`src/rtl/demux_1to2_stream.sv`:
```
// 1-to-2 packet stream demultiplexer. The destination is chosen from sel on a packet's
// first beat and held until its last beat. Each output has a single registered slot.
module demux_1to2_stream #(
  parameter int DATA_W = 8
) (
  input  logic              clk,
  input  logic              rst_n,
  input  logic              s_valid,
  output logic              s_ready,
  input  logic [DATA_W-1:0] s_data,
  input  logic              s_last,
  input  logic              sel,
  output logic              m0_valid,
  input  logic              m0_ready,
  output logic [DATA_W-1:0] m0_data,
  output logic              m0_last,
  output logic              m1_valid,
  input  logic              m1_ready,
  output logic [DATA_W-1:0] m1_data,
  output logic              m1_last,
  output logic [7:0]        pkt_cnt0,
  output logic [7:0]        pkt_cnt1
);

  typedef enum logic [1:0] {IDLE, LOCK0, LOCK1} state_t;

  state_t              r_state;
  state_t              w_state_nxt;

  logic                r_m0_valid;
  logic                r_m0_last;
  logic [DATA_W-1:0]   r_m0_data;
  logic                r_m1_valid;
  logic                r_m1_last;
  logic [DATA_W-1:0]   r_m1_data;
  logic [7:0]          r_cnt0;
  logic [7:0]          r_cnt1;

  logic                w_tgt;
  logic                w_drain0;
  logic                w_drain1;
  logic                w_free0;
  logic                w_free1;
  logic                w_ready;
  logic                w_acc;
  logic                w_load0;
  logic                w_load1;

  // A slot counts as free when it is empty or is being drained on this same edge.
  always_comb begin
    w_tgt    = (r_state == IDLE) ? sel : (r_state == LOCK1);
    w_drain0 = r_m0_valid & m0_ready;
    w_drain1 = r_m1_valid & m1_ready;
    w_free0  = ~r_m0_valid | w_drain0;
    w_free1  = ~r_m1_valid | w_drain1;
    w_ready  = rst_n & (w_tgt ? w_free1 : w_free0);
    w_acc    = s_valid & w_ready;
    w_load0  = w_acc & ~w_tgt;
    w_load1  = w_acc & w_tgt;
  end

  always_comb begin
    w_state_nxt = r_state;
    unique case (r_state)
      IDLE:    if (w_acc && !s_last) w_state_nxt = sel ? LOCK1 : LOCK0;
      LOCK0,
      LOCK1:   if (w_acc && s_last)  w_state_nxt = IDLE;
      default: w_state_nxt = IDLE;
    endcase
  end

  always_ff @(posedge clk or negedge rst_n) begin
    if (!rst_n) r_state <= IDLE;
    else        r_state <= w_state_nxt;
  end

  always_ff @(posedge clk or negedge rst_n) begin
    if (!rst_n) begin
      r_m0_valid <= 1'b0;
      r_m0_last  <= 1'b0;
      r_m0_data  <= '0;
    end else if (w_load0) begin
      r_m0_valid <= 1'b1;
      r_m0_last  <= s_last;
      r_m0_data  <= s_data;
    end else if (w_drain0) begin
      r_m0_valid <= 1'b0;
    end
  end

  always_ff @(posedge clk or negedge rst_n) begin
    if (!rst_n) begin
      r_m1_valid <= 1'b0;
      r_m1_last  <= 1'b0;
      r_m1_data  <= '0;
    end else if (w_load1) begin
      r_m1_valid <= 1'b1;
      r_m1_last  <= s_last;
      r_m1_data  <= s_data;
    end else if (w_drain1) begin
      r_m1_valid <= 1'b0;
    end
  end

  always_ff @(posedge clk or negedge rst_n) begin
    if (!rst_n) begin
      r_cnt0 <= '0;
      r_cnt1 <= '0;
    end else begin
      if (w_drain0 && r_m0_last) r_cnt0 <= r_cnt0 + 8'd1;
      if (w_drain1 && r_m1_last) r_cnt1 <= r_cnt1 + 8'd1;
    end
  end

  assign s_ready  = w_ready;
  assign m0_valid = r_m0_valid;
  assign m0_data  = r_m0_data;
  assign m0_last  = r_m0_last;
  assign m1_valid = r_m1_valid;
  assign m1_data  = r_m1_data;
  assign m1_last  = r_m1_last;
  assign pkt_cnt0 = r_cnt0;
  assign pkt_cnt1 = r_cnt1;

endmodule

```
`config.mk`:
```
export PLATFORM = sky130hd
export DESIGN_NAME = demux_1to2_stream
export DESIGN_NICKNAME = d
export VERILOG_FILES = /design/src/rtl/demux_1to2_stream.sv
export SDC_FILE = /design/constraint.sdc
export NUM_CORES = 1
export LEC_CHECK = 0
export CELL_PAD_IN_SITES_DETAIL_PLACEMENT = 1
export CELL_PAD_IN_SITES_GLOBAL_PLACEMENT = 1
export CORE_ASPECT_RATIO = 1.25
export CORE_UTILIZATION = 35
export CTS_BUF_LIST = sky130_fd_sc_hd__clkbuf_16
export DETAILED_ROUTE_END_ITERATION = 8
export PLACE_DENSITY_LB_ADDON = 0.1
export SYNTH_ARGS = -nofsm -noshare
export SYNTH_HDL_FRONTEND = slang
export SYNTH_SLANG_ARGS = --single-unit
```
`constraint.sdc`:
```
create_clock -name clk -period 2.75 [get_ports clk]
set_clock_uncertainty 0.1 [all_clocks]
set_input_delay 0.825 -clock clk [delete_from_list [all_inputs] [get_ports clk]]
set_output_delay 0.825 -clock clk [all_outputs]
set_load 0.02 [all_outputs]
```
==> results of run 1 <==
==> flip-flops by register name (all words and copies together), names as in the netlist, 2 cells and up <==
signal    cells
pkt_cnt1      8
pkt_cnt0      8
r_state       2
m0_data       8
m1_data       8
==> report_power, final <==
part	total, mW	internal, mW	leakage (nW)	switching, mW
sequential	0.893	0.750	0.487	0.143
combinational	1.07	0.543	0.602	0.523
clock	0.627	0.419	0.0773	0.208
==> cell usage after synthesis <==
cell,number
and3_1,4
and3b_1,1
and4_1,2
buf_2,1
buf_4,1
clkbuf_1,2
dfrtp_1,38
ha_1,4
inv_1,3
mux2_1,11
mux2i_1,1
mux2i_2,1
nand2_1,31
nand2b_1,2
nand3_1,7
nand4_1,5
nor2_1,1
nor3b_2,1
nor4b_1,1
nor4bb_1,1
o211ai_1,2
o21ai_0,2
o21ai_1,1
o311ai_1,2
xnor2_1,10
xor2_1,4
==> area by class of cell <==
cell class,count,area (sq um)
Tap cell,58,72.57
Inverter,3,11.26
Sequential cell,38,950.9
Fill cell,482,1909
Clock inverter,2,33.78
Clock buffer,5,125.1
Multi-Input combinational cell,94,698.2
Timing Repair Buffer,65,624.3
==> logic make-up after synthesis <==
| group | Yosys count | share of synthesized area |
|---|---|---|
| adder cells (fa/ha/maj) | 4 | 0.03068 |
| buffers and inverters | 7 | 0.01917 |
| flip-flops | 38 | 0.5828 |
| XOR/XNOR | 14 | 0.07515 |
| AND/OR/NAND/NOR | 56 | 0.1725 |
| AO/OA/AOI/OAI | 7 | 0.02914 |
| multiplexers | 13 | 0.09049 |
==> how the worst max path moves through the flow <==
stage,startpoint,to
floorplan,sel,s_ready
global placement,sel,s_ready
detailed placement,sel,s_ready
CTS,m0_ready,s_ready
global route,sel,s_ready
finish,sel,s_ready
==> critical path, cell delays in order <==
cell	delay, ns
dlygate4sd2_1	0.27
mux2i_4	0.21
mux2i_4	0.27
nor2_1	0.07
buf_4	0.16
==> per-layer routing <==
layer  wire, microns  vias up  part of all wire  GRT usage
li1                -      615                 -          -
met1            1670      645              0.39     0.1985
met2            2326       39              0.54     0.3484
met3             224        6             0.052    0.05233
met4              61        0             0.014    0.07674
met5               0        -                 0          0
==> timing repair <==
action	CTS	global route
pin swaps	0	1
gates cloned	0	0
resized for setup	8	8
endpoints found under the setup margin	1	1
buffers inserted	2	2
==> metrics by stage <==
| step | hold WS (ns) | util | setup WS [ns] |
|---|---|---|---|
| 2_1_floorplan | 0.4283 | - | 0.2148 |
| 3_3_place_gp | 0.3576 | 0.5146 | -0.5098 |
| 3_5_place_dp | 0.3613 | 0.5146 | -0.5057 |
| 4_1_cts | 0.3736 | 0.5564 | 0.01768 |
| 5_1_grt | 0.3893 | 0.5686 | -0.006939 |
| 6_report | 0.3656 | 0.5686 | 0.02464 |
==> results.yml, run 1 <==
hold_path:
  whs_path_depth: 1
  min_from: "pkt_cnt0[7]"
  whs_endpoint: "pkt_cnt0[7]"
  hold_class: "reg -> reg"
route:
  wl_per_cell_microns: 16.16
  drc: 0
  wl_microns: 4282
  first_pass_iters: 4
  vias_per_cell: 4.925
  drtIter0Drc: 26
  ant_nets: 0
  via_count: 1305
finish:
  layout_commonest_cell: "clkdlybuf4s50_1"
  area_growth_pct: 54.22
  drive_above_1_share: 0.1401
  diodes: 0
  design_area_sq_mm: 0.002516
  nets: 226
  instances_no_fill: 265
  final_cell_mix: "46 x clkdlybuf4s50_1, 38 x dfrtp_1, 31 x nand2_1"
placed_design:
  place_inst: 254
  io_buffers: 51
  gp_congestion: 0.7676
  dp_hpwl_microns: 2926
  placed_area_sq_mm: 0.002277
sta:
  setup_viol: 0
  fmax_mhz: 366.9
  tns_ns: 0
  relSlewSlack: 0.6599
  fin_crit_sh: 0.9910
  period_needed_ns: 2.725
  max_slew.worst_pin.slew_ns: 0.5102
  final_hold_viol_count: 0
  slew_violations: 0
cts:
  clk_pin_slew_worst_paths_ns: 0.05
  clock_sinks: 38
  cts_buffers: 5
  holdBufCountCts: 0
  h-tree-depth: 2
  cts_tree: "yes"
  clock-root-buffer: "clkbuf_16"
  clock_latency_ns: 0.28
  clockBufferDepth: 2
die:
  fp.dieArea_sq_mm: 0.004940
  rows: 27
  ios: 52
  die_w_microns: 63.07
  start_util: 0.3687
  die_h_microns: 78.34
  core-area_sq_mm: 0.004425
yosys:
  yosys.area.top_type: "dfrtp_1"
  syn_inst: 139
  synth_area_per_cell_sq_um: 11.74
  yosysWarnings: 0
  ys_ff_latch: 38
  synth_top_area_share: 0.5828
  ys_types: 26
  ys_seq_area_frac: 0.5828
  synth_area_sq_mm: 0.001632
  syn_nets: 158
  synth_area_leaders: "dfrtp_1 58%, mux2_1 7.6%, nand2_1 7.1%"
global_route:
  grt_max_degree: 42
  grt_pass1_wl_microns: 7010
  grtUsageTotal: 0.1888
  antenna_found_initial: 0
  overflow: 0
  grt_pass1_vias: 1463
setup_path:
  reg2reg_depth: 9
  cp.required_ns: 1.83
  timing.rr.start: "r_state[1]"
  worstSetupStartpointType: "primary input"
  cp_max_fo: 2
  timing.reg2reg.setup_slack_ns: 0.50
  r2r-end: "m1_data[4]"
  worstSetupPathType: "in -> out"
  endpoint_kind: "primary output"
  crit_arrival_ns: 1.80
power_and_ir_drop:
  power_leakage_nw: 1.167
  power_density_mw_per_mm2: 1027
  ir_worst_vdd_mv: 0.5420
  power_mw: 2.584
outcome:
  run_status: "finished, final reports clean"
flow_run:
  maxCapViolCount: 0
No activity file was read; power rests on OpenSTA's default activity.
==> run 2: changes to the inputs <==
Settings changed: SLEW_MARGIN from default to 20.
==> results of run 2 <==
Same layout as run 1: the final DEF is identical, and so are final timing and power.
==> run 3: changes to the inputs <==
Settings changed: GPL_TIMING_DRIVEN from default to 0.
==> run 3 against run 2 <==
Effect of this change:
- first-iteration DRC count increased by 110%
- sequential share of layout area increased by 1.3 points
- final area shrank 3.2%
- flip-flop and latch count unchanged
- fmax grew 0.81%
- core utilization shrank 1.8 points
- sequential power decreased by 0.6%
- worst hold slack lost 0.0062 ns
- wire length is 6.3% lower
- count of clock-buffer cells in the layout unchanged
- non-clock buffer count fell by 6
- highest routed layer unchanged
- clock power down 15%
==> results.yml, run 3 (synthesized netlist as in run 1, its figures left out) <==
outcome:
  run_status: "finished, final reports clean"
cts:
  clockBufferDepth: 2
  clk_pin_slew_worst_paths_ns: 0.05
  clock_sinks: 38
  clock-root-buffer: "clkbuf_16"
  h-tree-depth: 2
  holdBufCountCts: 0
  cts_tree: "yes"
  cts_buffers: 5
  clock_latency_ns: 0.27
setup_path:
  worstSetupStartpointType: "primary input"
  timing.rr.start: "r_state[1]"
  cp.required_ns: 1.83
  crit_arrival_ns: 1.78
  cp_cell_sequence: "clkdlybuf4s50_1 -> nand2b_4 -> mux2i_4 -> nor2_1 -> buf_4"
  reg2reg_depth: 7
  timing.reg2reg.setup_slack_ns: 0.64
  worstSetupPathType: "in -> out"
  cp_max_fo: 3
  slowest_delay_ns: 0.42
  crit_family: "buffers and inverters"
  critPathSlowestCell: "clkdlybuf4s50_1"
  endpoint_kind: "primary output"
  cp_num_buf_inv: 2
  worstSetupEndpoint: "s_ready"
  cp.depth: 5
  worstSetupStartpoint: "m1_ready"
  r2r-end: "m0_data[7]"
power_and_ir_drop:
  power_density_mw_per_mm2: 1003
  ir_worst_vdd_mv: 0.5560
  power_mw: 2.443
  power_leakage_nw: 1.110
route:
  ant_nets: 0
  drtIter0Drc: 54
  wl_per_cell_microns: 15.43
  drc: 0
  first_pass_iters: 4
  wl_microns: 4012
  via_count: 1289
  vias_per_cell: 4.958
finish:
  finish.utilization: 0.5502
  nets: 220
  layout_commonest_cell: "clkdlybuf4s50_1"
  drive_above_1_share: 0.1040
  diodes: 0
  area_growth_pct: 49.23
  fill_cells: 473
  final_cell_mix: "47 x clkdlybuf4s50_1, 38 x dfrtp_1, 31 x nand2_1"
  instances_no_fill: 260
flow_run:
  maxCapViolCount: 0
placed_design:
  place_inst: 249
  dp_hpwl_microns: 2860
  io_buffers: 51
  gp_congestion: 0.7490
global_route:
  grt_pass1_wl_microns: 6913
  grt_pass1_vias: 1441
  antenna_found_initial: 0
  grt_max_degree: 28
  grtUsageTotal: 0.1831
  overflow: 0
die:
  start_util: 0.3687
  ios: 52
  die_h_microns: 78.34
  fp.dieArea_sq_mm: 0.004940
  rows: 27
  core-area_sq_mm: 0.004425
  die_w_microns: 63.07
sta:
  fmax_mhz: 369.9
  slew_violations: 0
  period_needed_ns: 2.703
  max_slew.worst_pin.slew_ns: 0.5600
  fin_crit_sh: 0.9830
  setup_viol: 0
  final_hold_viol_count: 0
  relSlewSlack: 0.6256
hold_path:
  hold_class: "in -> async"
run 3: power by group:
group / switching, mW / total [mW] / internal (mW)
clock network: 0.204 / 0.531 / 0.327
registers: 0.139 / 0.888 / 0.750
logic: 0.512 / 1.02 / 0.512
total: 0.854 / 2.44 / 1.59
run 3: layout make-up:
| type | count | area, sq um | share of cell area |
|---|---|---|---|
| Inverter | 3 | 11.26 | 0.004625 |
| Clock buffer | 5 | 125.1 | 0.05139 |
| Sequential cell | 38 | 950.9 | 0.3905 |
| Buffer | 4 | 20.02 | 0.008222 |
| Timing Repair Buffer | 55 | 544.3 | 0.2235 |
| Multi-Input combinational cell | 94 | 698.2 | 0.2867 |
| Clock inverter | 3 | 12.51 | 0.005139 |
| Tap cell | 58 | 72.57 | 0.02980 |
run 3: timing repair:
| action | CTS | global route |
|---|---|---|
| setup buffers | 3 | 0 |
| gates resized for setup | 13 | 4 |
| gates cloned | 0 | 0 |
| setup endpoints to repair | 1 | 1 |
run 3: worst min path at each step:
stage / slack, ns / end
after floorplan: 0.43 / m0_data[0]
after detailed placement: 0.37 / m0_data[6]
after global routing: 0.38 / pkt_cnt1[4]
after global placement: 0.36 / m0_data[3]
after CTS: 0.37 / pkt_cnt1[2]
final: 0.36 / pkt_cnt1[2]
run 3: routing by layer:
metal,routed length (microns),track usage,vias to the layer above
met4,17,0.06744,0
li1,-,-,600
met5,0,0,-
met3,180,0.03779,2
met2,2237,0.3366,38
met1,1576,0.2047,649
run 3: metrics by stage:
stage / setup slack (ns) / cell area [sq um] / TNS [ns] / hold slack, ns
floorplan: 0.2148 / 1632 / 0 / 0.4283
global placement: -1.639 / 2215 / -39.11 / 0.3582
detailed placement: -0.8466 / 2230 / -0.8466 / 0.3661
CTS: 0.03101 / 2415 / 0 / 0.3672
global route: -0.0008326 / 2435 / -0.0008326 / 0.3810
finish: 0.04665 / 2435 / 0 / 0.3594
